==> src/rtl/kbd_text_writer_if.sv <==
// Keyboard text writer bus.
// Carries the receiver-side inputs (rx_done_tick, scan_code, ascii_in) and
// the character-buffer write port plus status outputs (we, waddr, wdata,
// cursor, busy, char_tick).
//   master : keyboard receiver / buffer side (drives rx_done_tick, scan_code, ascii_in)
//   slave  : the text writer (drives the write port and status)
interface kbd_text_writer_if #(
  parameter int ADDR_W = 6
);
  logic              rx_done_tick;
  logic [7:0]        scan_code;
  logic [7:0]        ascii_in;
  logic              we;
  logic [ADDR_W-1:0] waddr;
  logic [7:0]        wdata;
  logic [ADDR_W-1:0] cursor;
  logic              busy;
  logic              char_tick;

  modport master (
    output rx_done_tick, scan_code, ascii_in,
    input  we, waddr, wdata, cursor, busy, char_tick
  );

  modport slave (
    input  rx_done_tick, scan_code, ascii_in,
    output we, waddr, wdata, cursor, busy, char_tick
  );
endinterface

==> src/rtl/kbd_text_writer.sv <==
// Keyboard text writer: turns PS/2 set-2 scan codes into writes to a
// character buffer of 2^ADDR_W cells. Out of reset it sweeps the whole buffer
// with BLANK (busy=1), then writes printable characters at the cursor,
// handles backspace and enter, and swallows break (F0) / extended (E0)
// sequences.
// Ports:
//   clk   : clock, rising edge
//   reset : asynchronous, active-high
//   bus   : kbd_text_writer_if.slave
//           in  rx_done_tick, scan_code, ascii_in
//           out we, waddr, wdata, cursor, busy, char_tick (all registered)
// Build option:
//   KBD_TEXT_SHIFT_EN : track shift make/break and upper-case a..z while
//                       shift is held. Without it shift codes are consumed
//                       silently and wdata is ascii_in.
module kbd_text_writer #(
  parameter int         ADDR_W  = 6,
  parameter int         ROW_LEN = 16,
  parameter logic [7:0] BLANK   = 8'h20
) (
  input logic            clk,
  input logic            reset,
  kbd_text_writer_if.slave bus
);

  typedef enum logic [1:0] {CLEAR, IDLE, BREAK, EXT} state_t;

  localparam logic [ADDR_W-1:0] LAST     = '1;
  localparam logic [ADDR_W-1:0] ROW_MASK = ADDR_W'(ROW_LEN - 1);

  localparam logic [7:0] SC_BREAK = 8'hF0;
  localparam logic [7:0] SC_EXT   = 8'hE0;
  localparam logic [7:0] SC_LSHFT = 8'h12;
  localparam logic [7:0] SC_RSHFT = 8'h59;
  localparam logic [7:0] SC_BKSP  = 8'h66;
  localparam logic [7:0] SC_ENTER = 8'h5A;

  state_t            state, state_n;
  logic [ADDR_W-1:0] sweep, sweep_n;
  logic [ADDR_W-1:0] cursor, cursor_n;
  logic [ADDR_W-1:0] waddr, waddr_n;
  logic [7:0]        wdata, wdata_n;
  logic              we, we_n;
  logic              char_tick, char_tick_n;
  logic              busy, busy_n;
  logic [7:0]        char_out;
  logic              is_shift;

`ifdef KBD_TEXT_SHIFT_EN
  logic shift, shift_n;
`endif

  assign is_shift = (bus.scan_code == SC_LSHFT) || (bus.scan_code == SC_RSHFT);

`ifdef KBD_TEXT_SHIFT_EN
  always_comb begin
    char_out = bus.ascii_in;
    if (shift && bus.ascii_in >= 8'h61 && bus.ascii_in <= 8'h7A)
      char_out = bus.ascii_in - 8'h20;
  end
`else
  assign char_out = bus.ascii_in;
`endif

  always_ff @(posedge clk or posedge reset) begin
    if (reset) begin
      state     <= CLEAR;
      sweep     <= '0;
      cursor    <= '0;
      waddr     <= '0;
      wdata     <= '0;
      we        <= 1'b0;
      char_tick <= 1'b0;
      busy      <= 1'b1;
`ifdef KBD_TEXT_SHIFT_EN
      shift     <= 1'b0;
`endif
    end else begin
      state     <= state_n;
      sweep     <= sweep_n;
      cursor    <= cursor_n;
      waddr     <= waddr_n;
      wdata     <= wdata_n;
      we        <= we_n;
      char_tick <= char_tick_n;
      busy      <= busy_n;
`ifdef KBD_TEXT_SHIFT_EN
      shift     <= shift_n;
`endif
    end
  end

  always_comb begin
    state_n     = state;
    sweep_n     = sweep;
    cursor_n    = cursor;
    waddr_n     = waddr;
    wdata_n     = wdata;
    we_n        = 1'b0;
    char_tick_n = 1'b0;
    // busy trails the state by one cycle so it stays high alongside the
    // last sweep write (addr LAST) and drops with we.
    busy_n      = (state == CLEAR);
`ifdef KBD_TEXT_SHIFT_EN
    shift_n     = shift;
`endif

    unique case (state)
      CLEAR: begin
        // Ticks arriving here are dropped on purpose.
        we_n    = 1'b1;
        waddr_n = sweep;
        wdata_n = BLANK;
        sweep_n = sweep + 1'b1;
        if (sweep == LAST) state_n = IDLE;
      end

      IDLE: if (bus.rx_done_tick) begin
        if (bus.scan_code == SC_BREAK) begin
          state_n = BREAK;
        end else if (bus.scan_code == SC_EXT) begin
          state_n = EXT;
        end else if (is_shift) begin
`ifdef KBD_TEXT_SHIFT_EN
          shift_n = 1'b1;
`endif
        end else if (bus.scan_code == SC_BKSP) begin
          if (cursor != '0) begin
            we_n     = 1'b1;
            waddr_n  = cursor - 1'b1;
            wdata_n  = BLANK;
            cursor_n = cursor - 1'b1;
          end
        end else if (bus.scan_code == SC_ENTER) begin
          // Round up to the next row start; wraps to 0 from the last row.
          cursor_n = (cursor | ROW_MASK) + 1'b1;
        end else if (bus.ascii_in != 8'h00) begin
          we_n        = 1'b1;
          char_tick_n = 1'b1;
          waddr_n     = cursor;
          wdata_n     = char_out;
          cursor_n    = cursor + 1'b1;
        end
      end

      BREAK: if (bus.rx_done_tick) begin
        state_n = IDLE;
`ifdef KBD_TEXT_SHIFT_EN
        if (is_shift) shift_n = 1'b0;
`endif
      end

      EXT: if (bus.rx_done_tick) begin
        state_n = (bus.scan_code == SC_BREAK) ? BREAK : IDLE;
      end

      default: state_n = CLEAR;
    endcase
  end

  assign bus.we        = we;
  assign bus.waddr     = waddr;
  assign bus.wdata     = wdata;
  assign bus.cursor    = cursor;
  assign bus.busy      = busy;
  assign bus.char_tick = char_tick;

endmodule

==> src/flat_wrapper.sv <==
// flat-port wrapper written by rule: the top's interface ports become plain ports
module kbd_text_writer_flat 
#(
  parameter int         ADDR_W  = 6,
  parameter int         ROW_LEN = 16,
  parameter logic [7:0] BLANK   = 8'h20
)
  (clk, reset, bus_rx_done_tick, bus_scan_code, bus_ascii_in, bus_we, bus_waddr, bus_wdata, bus_cursor, bus_busy, bus_char_tick);
  kbd_text_writer_if #(.ADDR_W(ADDR_W)) bus_i ();
  input logic clk;
  input logic reset;
  input wire logic [$bits(bus_i.rx_done_tick)-1:0] bus_rx_done_tick;
  input wire logic [$bits(bus_i.scan_code)-1:0] bus_scan_code;
  input wire logic [$bits(bus_i.ascii_in)-1:0] bus_ascii_in;
  output wire logic [$bits(bus_i.we)-1:0] bus_we;
  output wire logic [$bits(bus_i.waddr)-1:0] bus_waddr;
  output wire logic [$bits(bus_i.wdata)-1:0] bus_wdata;
  output wire logic [$bits(bus_i.cursor)-1:0] bus_cursor;
  output wire logic [$bits(bus_i.busy)-1:0] bus_busy;
  output wire logic [$bits(bus_i.char_tick)-1:0] bus_char_tick;
  assign bus_i.rx_done_tick = bus_rx_done_tick;
  assign bus_i.scan_code = bus_scan_code;
  assign bus_i.ascii_in = bus_ascii_in;
  assign bus_we = bus_i.we;
  assign bus_waddr = bus_i.waddr;
  assign bus_wdata = bus_i.wdata;
  assign bus_cursor = bus_i.cursor;
  assign bus_busy = bus_i.busy;
  assign bus_char_tick = bus_i.char_tick;
  kbd_text_writer #(.ADDR_W(ADDR_W), .ROW_LEN(ROW_LEN), .BLANK(BLANK)) u_core (.clk(clk), .reset(reset), .bus(bus_i));
endmodule
==> config.mk <==
export PLATFORM = sky130hd
export DESIGN_NAME = kbd_text_writer_flat
export DESIGN_NICKNAME = d
export VERILOG_FILES = /design/src/rtl/kbd_text_writer_if.sv /design/src/rtl/kbd_text_writer.sv /design/src/flat_wrapper.sv
export SDC_FILE = /design/constraint.sdc
export NUM_CORES = 1
export LEC_CHECK = 0
export ABC_AREA = 1
export CORE_MARGIN = 5
export CORE_UTILIZATION = 51
export DETAILED_ROUTE_END_ITERATION = 12
export GPL_TIMING_DRIVEN = 0
export HOLD_SLACK_MARGIN = 0.1
export PLACE_DENSITY = 0.8
export REMOVE_ABC_BUFFERS = 1
export SYNTH_ARGS = -nofsm -noshare
export SYNTH_HDL_FRONTEND = slang
export SYNTH_SLANG_ARGS = --single-unit
==> constraint.sdc <==
create_clock -name clk -period 2.2 [get_ports clk]
set_input_delay 0.44 -clock clk [delete_from_list [all_inputs] [get_ports clk]]
set_output_delay 0.44 -clock clk [all_outputs]
set_load 0.005 [all_outputs]
---- Word-level counts from Yosys, hierarchy flattened ----
Index checks and enable logic that the tools add are counted.
word-level totals
  register bits after elaboration ......... 31
  input bits .............................. 19
  output and inout bits ................... 23
  logic and storage cells ................. 90
cells by class
  add/sub/neg operators ................... 4
  equal/unequal tests ..................... 22
  mux-type cells .......................... 44
  bitwise gates (word level) .............. 3
  reductions and logical operators ........ 9
operators by type and width
  kind                                                   count
  two-way mux 6 bit                                      11
  two-way mux 8 bit                                      8
  == test 8 x 7 -> 1 bit, second input constant          3
  adder 6 x 1 -> 6 bit, second input constant            3
  == test 8 bit, second input constant                   2
  inequality test 2 bit, second input constant           8
  case mux 8 bit (2 select lines)                        1
  two-way mux 1 bit                                      14
  two-way mux 2 bit                                      7
  case mux 6 bit (2 select lines)                        1
  == test 8 x 5 -> 1 bit, second input constant          1
  case mux 2 bit (4 select lines)                        1
  AND reduction 8 bit                                    1
  nonzero test 8 bit                                     1
  AND reduction 7 bit                                    1
  == test 6 bit, second input constant                   1
  inequality test 3 x 1 -> 1 bit, second input constant  2
  nonzero test 6 bit                                     1
  subtractor 6 x 1 -> 6 bit, second input constant       1
  AND reduction 5 bit                                    1
  == test 2 bit, second input constant                   2
  inequality test 3 x 2 -> 1 bit, second input constant  1
  inequality test 3 bit, second input constant           1
  inverter 1 bit                                         3
  6 further kinds                                        6

---- Depth between registers and ports, before layout ----
  word-level depth ........................ 9
  mapped depth ............................ 12

---- Least setup slack after synthesis ----
No wires, ideal clock.
  kind .................................... register -> register
  start point ............................. reg u_core.cursor[4] (netlist: u_core.bus.cursor[4])
  end point ............................... reg u_core.waddr[0] (netlist: u_core.bus.waddr[0])
  setup time .............................. 0.117 ns
  arrival time ............................ 1.463 ns
  data required time ...................... 2.083 ns
  path slack .............................. 0.621 ns
  stages on the path, launching flop included .. 12
  buffers on the path ..................... 1
  period minus slack after synthesis ...... 1.579 ns
  cells stage by stage .................... dfrtp_1 inv_1 ha_1 nand2_1 nor2_1 nand3_1 nand2_2 nor2_4 nand2_4 buf_4 nand3_1 nand2_1
between the ends
  cells in the longest elaborated chain, start to end .. 3
RTL lines
  what                             line                    source
  start: declaration               kbd_text_writer.sv:40   logic [ADDR_W-1:0] cursor, cursor_n;
  start signal: assignment         kbd_text_writer.sv:81   cursor <= cursor_n;
  nonzero test 6 bit               kbd_text_writer.sv:128  if (cursor != '0) begin
  inequality test 3 bit (no line)  n/a
  AND reduction 8 bit (no line)    n/a
  end signal: assignment           kbd_text_writer.sv:82   waddr <= waddr_n;
  end: declaration                 kbd_text_writer.sv:41   logic [ADDR_W-1:0] waddr, waddr_n;
Every way passes these cells.
A chain may end at the register's enable or synchronous reset.

---- Final worst setup path ----
  start point ............................. in bus_scan_code[6]
  end point ............................... reg u_core.waddr[5] (netlist: u_core.bus.waddr[5])
between the ends
  cells in the longest elaborated chain, start to end .. 7
  elaborated cells on any way between the ends .. 20
  classes of those cells .................. eq/ne: 12; mux: 6; reduce/logical: 2
RTL lines
  what                             line                    source
  start: declaration               flat_wrapper.sv:13      input wire logic [$bits(bus_i.scan_code)-1:0] bus_scan_code;
  == test 8 x 7 -> 1 bit           kbd_text_writer.sv:127  end else if (bus.scan_code == SC_BKSP) begin
  two-way mux 6 bit                kbd_text_writer.sv:127
  two-way mux 6 bit                kbd_text_writer.sv:123  end else if (is_shift) begin
  two-way mux 6 bit                kbd_text_writer.sv:121  end else if (bus.scan_code == SC_EXT) begin
  two-way mux 6 bit                kbd_text_writer.sv:119  if (bus.scan_code == SC_BREAK) begin
  two-way mux 6 bit                kbd_text_writer.sv:118  IDLE: if (bus.rx_done_tick) begin
  case mux 6 bit (2 select lines)  kbd_text_writer.sv:108  unique case (state)
Several ways; a longest one is shown, not always the timed one. The select of a mux whose other input is x is not followed.

==> results.md <==
* Status: completed
* CP Launch Type: input pin
* Uppermost layer routed: met4
* Core Footprint at 3689 um2
* Slowest stage delay, CP at 0.49 ns
* Max clock buf depth at 2
* Initial antenna violation count at 0
* Max Transition Viols Final at 0
* Crit end category: flip-flop
* Final setup viols at 0
* Most frequent cells in the layout: nand2_1 (99), clkdlybuf4s50_1 (41), nor2_1 (33), nand3_1 (30), dfrtp_1 (30)
* Hold Buf Count CTS at 0
* Top post-synthesis cells by area: dfrtp_1 (39%), nand2_1 (19%), nand3_1 (7.7%)
* Primary FF master, synth: dfrtp_1
* Wire per inst at 12.49 um
* Crit-path most repeated cell: nand2_1
* RSZ-0062 raised after global routing: false
* DRT Wirelength at 4657 um
* Worst path cell trace: clkdlybuf4s50_1 -> nand2_1 -> nor2_1 -> nand2_2 -> a21oi_1 -> nand2_4 -> nand2_4 -> nand2_1 -> nand2_1
* Clk_skew at 0.01049 ns
* Min Tclk post-route at 1.960 ns
* Die Area at 5147 um2
* Register area share after synthesis at 39.96%
* F_max at 510.2 MHz
* GRT Residual Overflow at 0
* First-pass GRT wire length at 8017 um
* Mapped Cells at 281
* Max_slew headroom at 24.72%
* Crit Path Category: in2reg
* Setup WS post-layout at 0.2401 ns
* Die Ht at 71.75 um
* Hold Path Depth at 2
* Synth Register Bits at 31
* Setup Fix Bufs, Post-CTS at 0
* H-tree Lvls at 2
* Worst slack, placed at -0.1387 ns
* Total I/O pin count at 42
* Starting DRT DRC Count at 148
* Die X at 71.75 um
* Hold WC Path Type: reg2reg
* Clk_lat worst skew at 0.29 ns
* Antenna viol nets, final at 0
* Ant diodes at 0
* FF-to-FF path depth at 11
* Remaining DRCs at 0
* Synth warn at 0
* P&R area growth vs syn at 28.70%
* TritonCTS Buffers at 5
* Wl on met1 at 1978 um
* GRT Total Usage at 19.48%
* FILL cells at 330
* Via density at 5.142
* Ys async rst share at 100.0%
* Leak Pwr at 1.308 nW
* Final Util at 67.84%
* HPWL Detailed at 3426 um
* Metal3 WL at 281 um
* Unique masters post-synth at 24
* Root buf cell: clkbuf_8
* CP max FO at 16
* DRT Pass-1 Iters at 4
* Worst Hold Path EP: u_core.bus.waddr[3]
* Commonest non-fill, non-tap cell in the layout: nand2_1
* Num rows at 22
* Max cap viols at 0
* Final Hold Viols at 0
* Syn_area_per_cell at 6.919 um2
* Synth Cell Area at 1944 um2
* TritonCTS clock tree: built
* PortBufs at 41
* Area leader, netlist: dfrtp_1
* R2r setup slk at 0.31 ns
* Pwr Density at 1176 nW/um2
* Synth top area share at 38.61%
* Part of the cycle the worst path needs at 89.08%
* Worst reg2reg endpoint: u_core.bus.waddr[5]
* Routed length on met2 at 2301 um
* Share of cells above drive strength 1 at 7.385%
* Post-synth EDFFs at 0
* Placer Congestion at 0.8836
* Maximum vdd drop at 699.8 uV
* Total number of vias at 1918
* Reg2reg start: u_core.bus.cursor[0]
* Slew @ Worst Pin at 1.128 ns
* Pin count of the biggest net entering global routing at 32
* CP required at 2.42 ns
* CP Data Arrival Time at 2.18 ns
* Crit path max-delay cell type: clkdlybuf4s50_1
* Worst hold slack at 0.5054 ns
* Initial core utilization at 52.71%
* Number of global-route vias before repair at 1856
* Nets at 348
* Hold_sp: u_core.bus.waddr[3]
* Clock transition at path regs at 0.06 ns
* CTS Sinks at 31
==> power breakdown <==
group          total (mW)  leakage (nW)  switching (mW)  internal (mW)
Sequential          0.998         0.397           0.206          0.792
Combinational        1.35         0.850           0.737          0.617
Clock               0.590        0.0612           0.224          0.366
Total                2.94          1.31            1.17           1.78
==> synth_stat cells, types with 2 or more instances <==
| cell | count |
|---|---|
| nand3_1 | 30 |
| inv_2 | 5 |
| nand2_4 | 2 |
| dfrtp_1 | 30 |
| nand4_1 | 8 |
| o21ai_0 | 6 |
| nor2_1 | 33 |
| buf_2 | 2 |
| inv_1 | 27 |
| nor2_2 | 3 |
| nand2_1 | 100 |
| nand2_2 | 3 |
| xor2_1 | 7 |
| a21oi_1 | 9 |
| ha_1 | 5 |
| xnor2_1 | 3 |
==> flip-flops by register name, summed over array words and instances, names as in the netlist <==
signal and flops:
u_core.bus.busy 1, u_core.bus.wdata 8, u_core.bus.cursor 6, u_core.state 2, u_core.bus.char_tick 1, u_core.sweep 6, u_core.bus.waddr 6, u_core.bus.we 1
==> logic make-up after synthesis <==
| kind of cell | after synthesis | share of synthesized area (%) |
|---|---|---|
| AOI/OAI and AO/OA | 17 | 4.504 |
| xor gates and xnor gates | 10 | 4.505 |
| adders and majority gates | 5 | 3.218 |
| buffers and inverters | 37 | 7.851 |
| DFF | 31 | 39.96 |
| and+or+nand+nor | 181 | 39.96 |
==> per-stage QoR <==
| stage | setup TNS [ns] | instances | instance area [um2] | power (mW) |
|---|---|---|---|---|
| floorplan | 0 | 276 | 1912 | 1.780 |
| global placement | -1.273 | 365 | 2382 | 2.292 |
| detailed placement | -1.554 | 365 | 2382 | 2.336 |
| CTS | 0 | 373 | 2500 | 2.947 |
| global route | 0 | 373 | 2502 | 3.178 |
| finish | 0 | 373 | 2502 | 2.942 |
==> worst max path at each step <==
stage / startpoint / end / depth (start not counted)
after floorplan: bus_scan_code[7] / u_core.bus.waddr[0] / 9
after global placement: bus_scan_code[6] / u_core.bus.waddr[1] / 9
after detailed placement: bus_scan_code[6] / u_core.bus.waddr[5] / 9
after CTS: bus_scan_code[6] / u_core.bus.waddr[5] / 9
after global routing: bus_scan_code[6] / u_core.bus.waddr[5] / 9
final: bus_scan_code[6] / u_core.bus.waddr[5] / 9
==> routing by layer <==
layer  vias to the layer above  GRT usage (%)
met5                         -              0
met3                        10          5.470
met2                        57          32.65
met1                       882          23.27
met4                         0          8.351
li1                        969              -
==> layout make-up <==
| cell class | instances | area [um2] | area share [%] |
|---|---|---|---|
| clock inverters | 2 | 35.03 | 1.400 |
| well taps | 48 | 60.06 | 2.400 |
| inverters | 32 | 120.1 | 4.800 |
| clock buffers | 6 | 82.58 | 3.300 |
| repair buffers | 41 | 410.4 | 16.40 |
| multi-input cells | 213 | 1017 | 40.65 |
| flip-flops and latches | 31 | 777.0 | 31.05 |
==> timing repair <==
action | 4_1_cts | 5_1_grt
setup endpoints to repair | 0 | 12
gates resized for setup | 0 | 1
endpoints found under the hold margin | 0 | 0
==> worst max-delay path: cells and delay by family <==
family          cells  cell delay (ns)
compound gates      1             0.28
buf+inv             1             0.49
simple gates        7             0.96
Note: power is estimated with default switching activity, not from simulation.
